`config.mk`:
```
export PLATFORM = sky130hd
export DESIGN_NAME = arb_dds_osel_n
export DESIGN_NICKNAME = d
export VERILOG_FILES = /design/src/rtl/arb_dds_osel_n.sv
export SDC_FILE = /design/constraint.sdc
export NUM_CORES = 1
export LEC_CHECK = 0
export BUFFER_PORTS_ARGS = -buffer_cell sky130_fd_sc_hd__buf_2
export CAP_MARGIN = 20
export CORE_MARGIN = 3
export CORE_UTILIZATION = 47
export CTS_BUF_LIST = sky130_fd_sc_hd__clkbuf_4 sky130_fd_sc_hd__clkbuf_8
export DETAILED_ROUTE_END_ITERATION = 12
export PLACE_DENSITY = 0.84
export SYNTH_ARGS = -nofsm -noshare
export SYNTH_HDL_FRONTEND = slang
export SYNTH_SLANG_ARGS = --single-unit
```
`constraint.sdc`:
```
create_clock -name Clock -period 5.3 [get_ports Clock]
set_clock_uncertainty 0.15 [all_clocks]
set_input_delay 1.06 -clock Clock [delete_from_list [all_inputs] [get_ports Clock]]
set_output_delay 1.06 -clock Clock [all_outputs]
set_load 0.01 [all_outputs]
```
`src/rtl/arb_dds_osel_n.sv`:
```
// Registered N-channel output selector for the arbitrary/DDS generator.
// Channel changes are handshaked, optionally sync-aligned, and blanked to midscale.
module arb_dds_osel_n #(
   parameter int unsigned   W         = 16,
   parameter int unsigned   N_CH      = 4,
   parameter int unsigned   SEL_W     = 2,
   parameter int unsigned   BLANK_CYC = 3,
   parameter logic [W-1:0]  MIDSCALE  = {1'b1, {(W-1){1'b0}}}
) (
   input  logic              Clock,
   input  logic              Reset,
   input  logic [N_CH*W-1:0] Din,
   input  logic [SEL_W-1:0]  SelReq,
   input  logic              SelLoad,
   input  logic              SyncMode,
   input  logic              Sync,
   output logic [W-1:0]      Dout,
   output logic [SEL_W-1:0]  SelCur,
   output logic              Busy,
   output logic              SelAck,
   output logic              SelErr
);

   localparam logic [1:0] ST_RUN   = 2'd0;
   localparam logic [1:0] ST_WAIT  = 2'd1;
   localparam logic [1:0] ST_BLANK = 2'd2;

   logic [1:0]       state_q, state_d;
   logic [7:0]       cnt_q, cnt_d;
   logic [SEL_W-1:0] pend_q, pend_d;
   logic [SEL_W-1:0] sel_q, sel_d;
   logic [W-1:0]     dout_q, dout_d;
   logic             ack_q, ack_d;
   logic             err_q, err_d;
   logic [W-1:0]     cur_data, new_data;
   logic             req_bad;

   assign cur_data = Din[sel_q * W +: W];
   assign new_data = Din[pend_q * W +: W];
   assign req_bad  = 32'(SelReq) >= N_CH;

   always_comb begin
      state_d = state_q;
      cnt_d   = cnt_q;
      pend_d  = pend_q;
      sel_d   = sel_q;
      dout_d  = cur_data;
      ack_d   = 1'b0;
      err_d   = 1'b0;
      case (state_q)
         ST_RUN: begin
            if (SelLoad) begin
               if (req_bad) begin
                  err_d = 1'b1;
               end else if (SelReq == sel_q) begin
                  ack_d = 1'b1;
               end else begin
                  pend_d  = SelReq;
                  cnt_d   = 8'(BLANK_CYC);
                  state_d = SyncMode ? ST_WAIT : ST_BLANK;
               end
            end
         end
         ST_WAIT: begin
            if (Sync) begin
               cnt_d   = 8'(BLANK_CYC);
               state_d = ST_BLANK;
            end
         end
         ST_BLANK: begin
            // Counter holds the number of midscale samples still to be emitted.
            if (cnt_q == 8'd0) begin
               sel_d   = pend_q;
               dout_d  = new_data;
               ack_d   = 1'b1;
               state_d = ST_RUN;
            end else begin
               cnt_d  = cnt_q - 8'd1;
               dout_d = MIDSCALE;
            end
         end
         default: state_d = ST_RUN;
      endcase
   end

   always_ff @(posedge Clock or posedge Reset) begin
      if (Reset) begin
         state_q <= ST_RUN;
         cnt_q   <= 8'd0;
         pend_q  <= '0;
         sel_q   <= '0;
         dout_q  <= MIDSCALE;
         ack_q   <= 1'b0;
         err_q   <= 1'b0;
      end else begin
         state_q <= state_d;
         cnt_q   <= cnt_d;
         pend_q  <= pend_d;
         sel_q   <= sel_d;
         dout_q  <= dout_d;
         ack_q   <= ack_d;
         err_q   <= err_d;
      end
   end

   assign Dout   = dout_q;
   assign SelCur = sel_q;
   assign Busy   = (state_q != ST_RUN);
   assign SelAck = ack_q;
   assign SelErr = err_q;

endmodule
```
Word level (Yosys, flattened, before mapping)
Index checks and enable logic that the tools add are counted.
Storage, ports and cells
  bits in registers: 31
  input port bits: 71
  output and inout port bits: 21
Operators by class
  add/sub/neg operators: 1
  equal/unequal tests: 8
  shifts and indexed selects: 2
  multiplexer cells: 17
  bitwise logic cells: 1
  reduce and logical (&&, ||, !) cells: 8
Operators with widths (number)
  $shiftx 64x7->16: 2
  $mux 16: 2
  $mux 8: 4
  $pmux 8 s3: 1
  $mux 2: 5
  $ne 2x2->1 const B: 5
  $logic_not 8->1: 1
  $sub 8x1->8 const B: 1
  $pmux 2 s3: 1
  $reduce_and 5->1: 1
  $reduce_and 4->1: 1
  $mux 1: 3
  $reduce_and 3->1: 1
  $reduce_bool 3->1: 1
  $eq 2x1->1 const B: 1
  $eq 2x2->1: 1
  $eq 2x2->1 const B: 1
  $logic_not 2->1: 1
  $pmux 1 s2: 1
  $reduce_and 2->1: 1
  $reduce_bool 2->1: 1
  $not 1->1: 1

Logic depth before layout (Yosys ltp)
  depth after elaboration: 4
  mapped depth: 8
  mapped depth without buffers: 6

Least setup slack after synthesis
No wires, ideal clock.
  path kind: input-to-reg
  start: input SelReq[0]
  end: register pend_q[0]
  arrival time: 2061 ps
  setup slack: 2964 ps
  stages on the path: 4
  cell sequence: xnor2_1 -> a211o_1 -> or2_4 -> mux2_4
On the way
  cells in the longest elaborated chain, start to end: 3
Ends and longest elaborated chain
  start, declared: RTL line 13  | input logic [SEL_W-1:0] SelReq,
  $eq 2x2->1: RTL line 55  | end else if (SelReq == sel_q) begin
  $not 1->1 (no line)
  $reduce_and 3->1 (no line)
  end signal, assigned: RTL line 98  | pend_q <= pend_d;
  end, declared: RTL line 30  | logic [SEL_W-1:0] pend_q, pend_d;
Parallel ways exist; a longest one is shown, timed or not.
A chain may end at the register's enable or synchronous reset.

Worst setup path in the final report
  start: register sel_q[1], in the netlist SelCur[1]
  end: output SelCur[1]
RTL lines
  start, declared: RTL line 31  | logic [SEL_W-1:0] sel_q, sel_d;
  start signal, assigned: RTL line 99  | sel_q <= sel_d;
  end, declared: RTL line 18  | output logic [SEL_W-1:0] SelCur,
No word-level cell between the ends.

==> metrics.cfg <==
[run_status]
outcome = completed

[clock_tree]
postCtsSetupBuffers = 0
cts_tree = yes
h-tree-depth = 2
cts_root_buf = clkbuf_8
clkSlewWorstSetupHoldPaths_ns = 0.07
cts_resized = 0
cts_hold_buffers = 0
cts-buffers-inserted = 5
cts_sinks = 31
cts_buffer_depth = 2
clock_latency_ns = 0.28

[worst_hold_path]
hold_path_class = flip-flop to flip-flop
holdCritStartpoint = cnt_q[7]$_DFFE_PP0P_

[global_routing]
track_usage_pct = 19.9
antenna_found_initial = 0
grt_pass1_vias = 1731
grt_pass1_wl_um = 8200
overflow = 0
grt_max_degree = 32

[synth]
synth.distinct_cells = 43
synth_area_sq_um = 2170
synth_fp_nets = 240
ys_warn_count = 0
netlist_instances = 167
yosysSeqAreaShare_pct = 35.8
avgSynthCellArea_sq_um = 13.0
synth_seq_cells = 31

[die]
start_util_pct = 49.2
ios = 92
die_h_um = 74
core_sq_um = 4410
row_count = 24
dieArea_sq_um = 5480
die_x_um = 74

[placed_design]
routabilityCongestion = 0.883
hpwl_um = 4040
numPortBuffers = 90

[finish]
area_growth_pct = 26.4
fin_util_pct = 62.2
antenna_cells = 0
drive_above_1_share_pct = 54.7
nNetsFinal = 326

[route]
drt-total-wl_um = 5440
wl_per_cell_um = 17.8
vias = 1836
vias_per_cell = 6.00
drtAntennaViolNets = 0
drtPass1Iterations = 4
drc_errors = 0
detail_route.iter0.violations = 69

[pwr]
p_int_mw = 0.889
pwr-share-comb_pct = 52.9
power.density_nw_per_um2 = 523
p_sw_share_pct = 38.1
switchingPower_mw = 0.548
p_clk_share_pct = 13.3
peakVddDrop_mv = 0.322
p_leak_nw = 1.32
p_seq_share_pct = 33.8

[sta]
tns_ns = 0
slew_viol_final = 0
tightest_slew_ns = 0.782
finalCritPeriodShare_pct = 48.9
setup_viol = 0
hold_viol = 0
period_needed_ns = 2.59
max_freq_mhz = 386
slew_headroom_pct = 47.8
rsz0062_at_grt = no

[critical_path]
crit_family = flip-flops
path_max_fanout = 19
cp-startpoint = SelCur[1]$_DFFE_PP0P_
path_class = flip-flop to primary output
path_cells = buf_2
crit-reg2reg-launch = SelCur[1]$_DFFE_PP0P_
crit_path_max_incr_delay_ns = 0.84
worstPathRequired_ns = 4.09
timing.critical_path.buf_inv = 1
end_kind = primary output
worstPathArrival_ns = 1.38
cp-start-kind = flip-flop
slowest_stage = dfrtp_1

[flow_run]
maxCapViolations = 0

[power by group through the flow]
stage	logic [mW]	registers, mW	clock network [mW]
3_3_place_gp	0.694	0.507	0
2_1_floorplan	0.615	0.424	0
4_1_cts	0.718	0.508	0.195
6_report	0.761	0.485	0.191
5_1_grt	0.834	0.507	0.203
3_5_place_dp	0.717	0.511	0
[worst paths after layout]
kind | to | slack (ns) | cells past startpoint
worst max-delay path | SelCur[1] | 2.71 | 1
worst min-delay path | cnt_q[7]$_DFFE_PP0P_ | 0.42 | 2
worst max register to register | pend_q[0]$_DFFE_PP0P_ | 3.04 | 4
worst min register to register | cnt_q[7]$_DFFE_PP0P_ | 0.42 | 2
max in group asynchronous | Dout[15]$_DFF_PP1_ | 3.98 | 3
min in group asynchronous | Dout[2]$_DFF_PP0_ | 0.69 | 3
[cell usage after synthesis]
master | n | area share, %
dfstp_2 | 1 | 1.2
a22oi_1 | 1 | 0.35
o22a_1 | 1 | 0.40
o21ai_0 | 4 | 0.92
ha_1 | 2 | 1.2
a21o_1 | 2 | 0.69
nor4_2 | 1 | 0.58
nor3_1 | 2 | 0.46
nand3_1 | 3 | 0.69
inv_1 | 8 | 1.4
mux4_1 | 2 | 2.4
a211o_1 | 1 | 0.40
mux2_4 | 2 | 1.4
buf_4 | 1 | 0.35
or2_4 | 1 | 0.40
xnor2_1 | 3 | 1.2
nor2b_1 | 2 | 0.58
nor3b_1 | 2 | 0.69
conb_1 | 1 | 0.17
or2_2 | 1 | 0.29
and2_1 | 1 | 0.29
o31ai_1 | 1 | 0.35
and4_1 | 1 | 0.40
nor4_1 | 1 | 0.29
a31oi_1 | 2 | 0.58
buf_2 | 7 | 1.6
and3_1 | 1 | 0.29
buf_6 | 1 | 0.52
a22o_1 | 15 | 6.0
nor4bb_1 | 1 | 0.46
or4b_2 | 1 | 0.46
or3_1 | 1 | 0.29
a31o_2 | 1 | 0.40
nand2b_1 | 2 | 0.58
nor2_1 | 5 | 0.86
a21oi_1 | 3 | 0.69
nand2_1 | 14 | 2.4
mux4_2 | 30 | 31
nand4b_1 | 1 | 0.40
dfrtp_1 | 30 | 35
a2bb2oi_1 | 1 | 0.40
clkbuf_1 | 5 | 0.86
mux2i_1 | 1 | 0.46
[sequential cells by signal, indices dropped and copies added, names as in the netlist]
signal and count:
SelAck 1, cnt_q 8, pend_q 2, SelCur 2
Dout 16, state_q 2
[cell families (layout without fill, tap and decap cells)]
group | count (synthesis) | after routing | synth area share, %
xor+xnor | 3 | 3 | 1.21
flops | 31 | 31 | 35.8
buf+inv | 22 | 109 | 4.72
other cells | 1 | 1 | 0.173
compound gates | 32 | 32 | 11.2
mux | 35 | 35 | 35.3
simple gates | 41 | 41 | 10.4
fa+ha+maj | 2 | 2 | 1.15
[metal layers]
metal | track usage (%) | part of all wire [%] | vias up
li1 | - | - | 834
met1 | 24.9 | 37 | 922
met5 | 0 | 0 | -
met3 | 3.92 | 7.9 | 5
met2 | 35.1 | 53 | 75
met4 | 6.04 | 1.4 | 0
[cell usage in the layout (no fill, tap or decap), types with 2 or more instances in the layout]
cell,n
mux2_4,2
o21ai_0,4
clkbuf_8,5
nor3_1,2
nor2b_1,2
buf_4,2
dfrtp_1,30
nand2_1,14
a21o_1,2
inv_1,8
mux4_1,2
buf_2,90
nor3b_1,2
nand2b_1,2
a21oi_1,3
ha_1,2
clkbuf_4,2
nor2_1,5
a22o_1,15
a31oi_1,2
mux4_2,30
xnor2_1,3
nand3_1,3
[through the flow]
stage	cell area, sq um	setup WS, ns	hold slack, ns	power, mW	instances
after floorplan	2170	2.96	0.369	1.04	167
after global placement	2630	2.78	0.394	1.20	297
after detailed placement	2630	2.75	0.406	1.23	297
after CTS	2720	2.69	0.412	1.42	305
after global routing	2750	2.63	0.452	1.54	306
final	2750	2.71	0.417	1.44	306
[worst min-delay path, stage by stage (launching register included)]
cell and delay [ns]:
dfrtp_1 0.40, nand2_1 0.06, o21ai_0 0.06
[final cells by class]
cell class                      instances  area [sq um]
Clock buffer                            7          83.8
Clock inverter                          1          5.00
Fill cell                             363          1670
Inverter                                8          30.0
Multi-Input combinational cell        114          1290
Sequential cell                        31           777
Tap cell                               52          65.1
Timing Repair Buffer                   93           493
No activity file was read; power rests on OpenSTA's default activity.
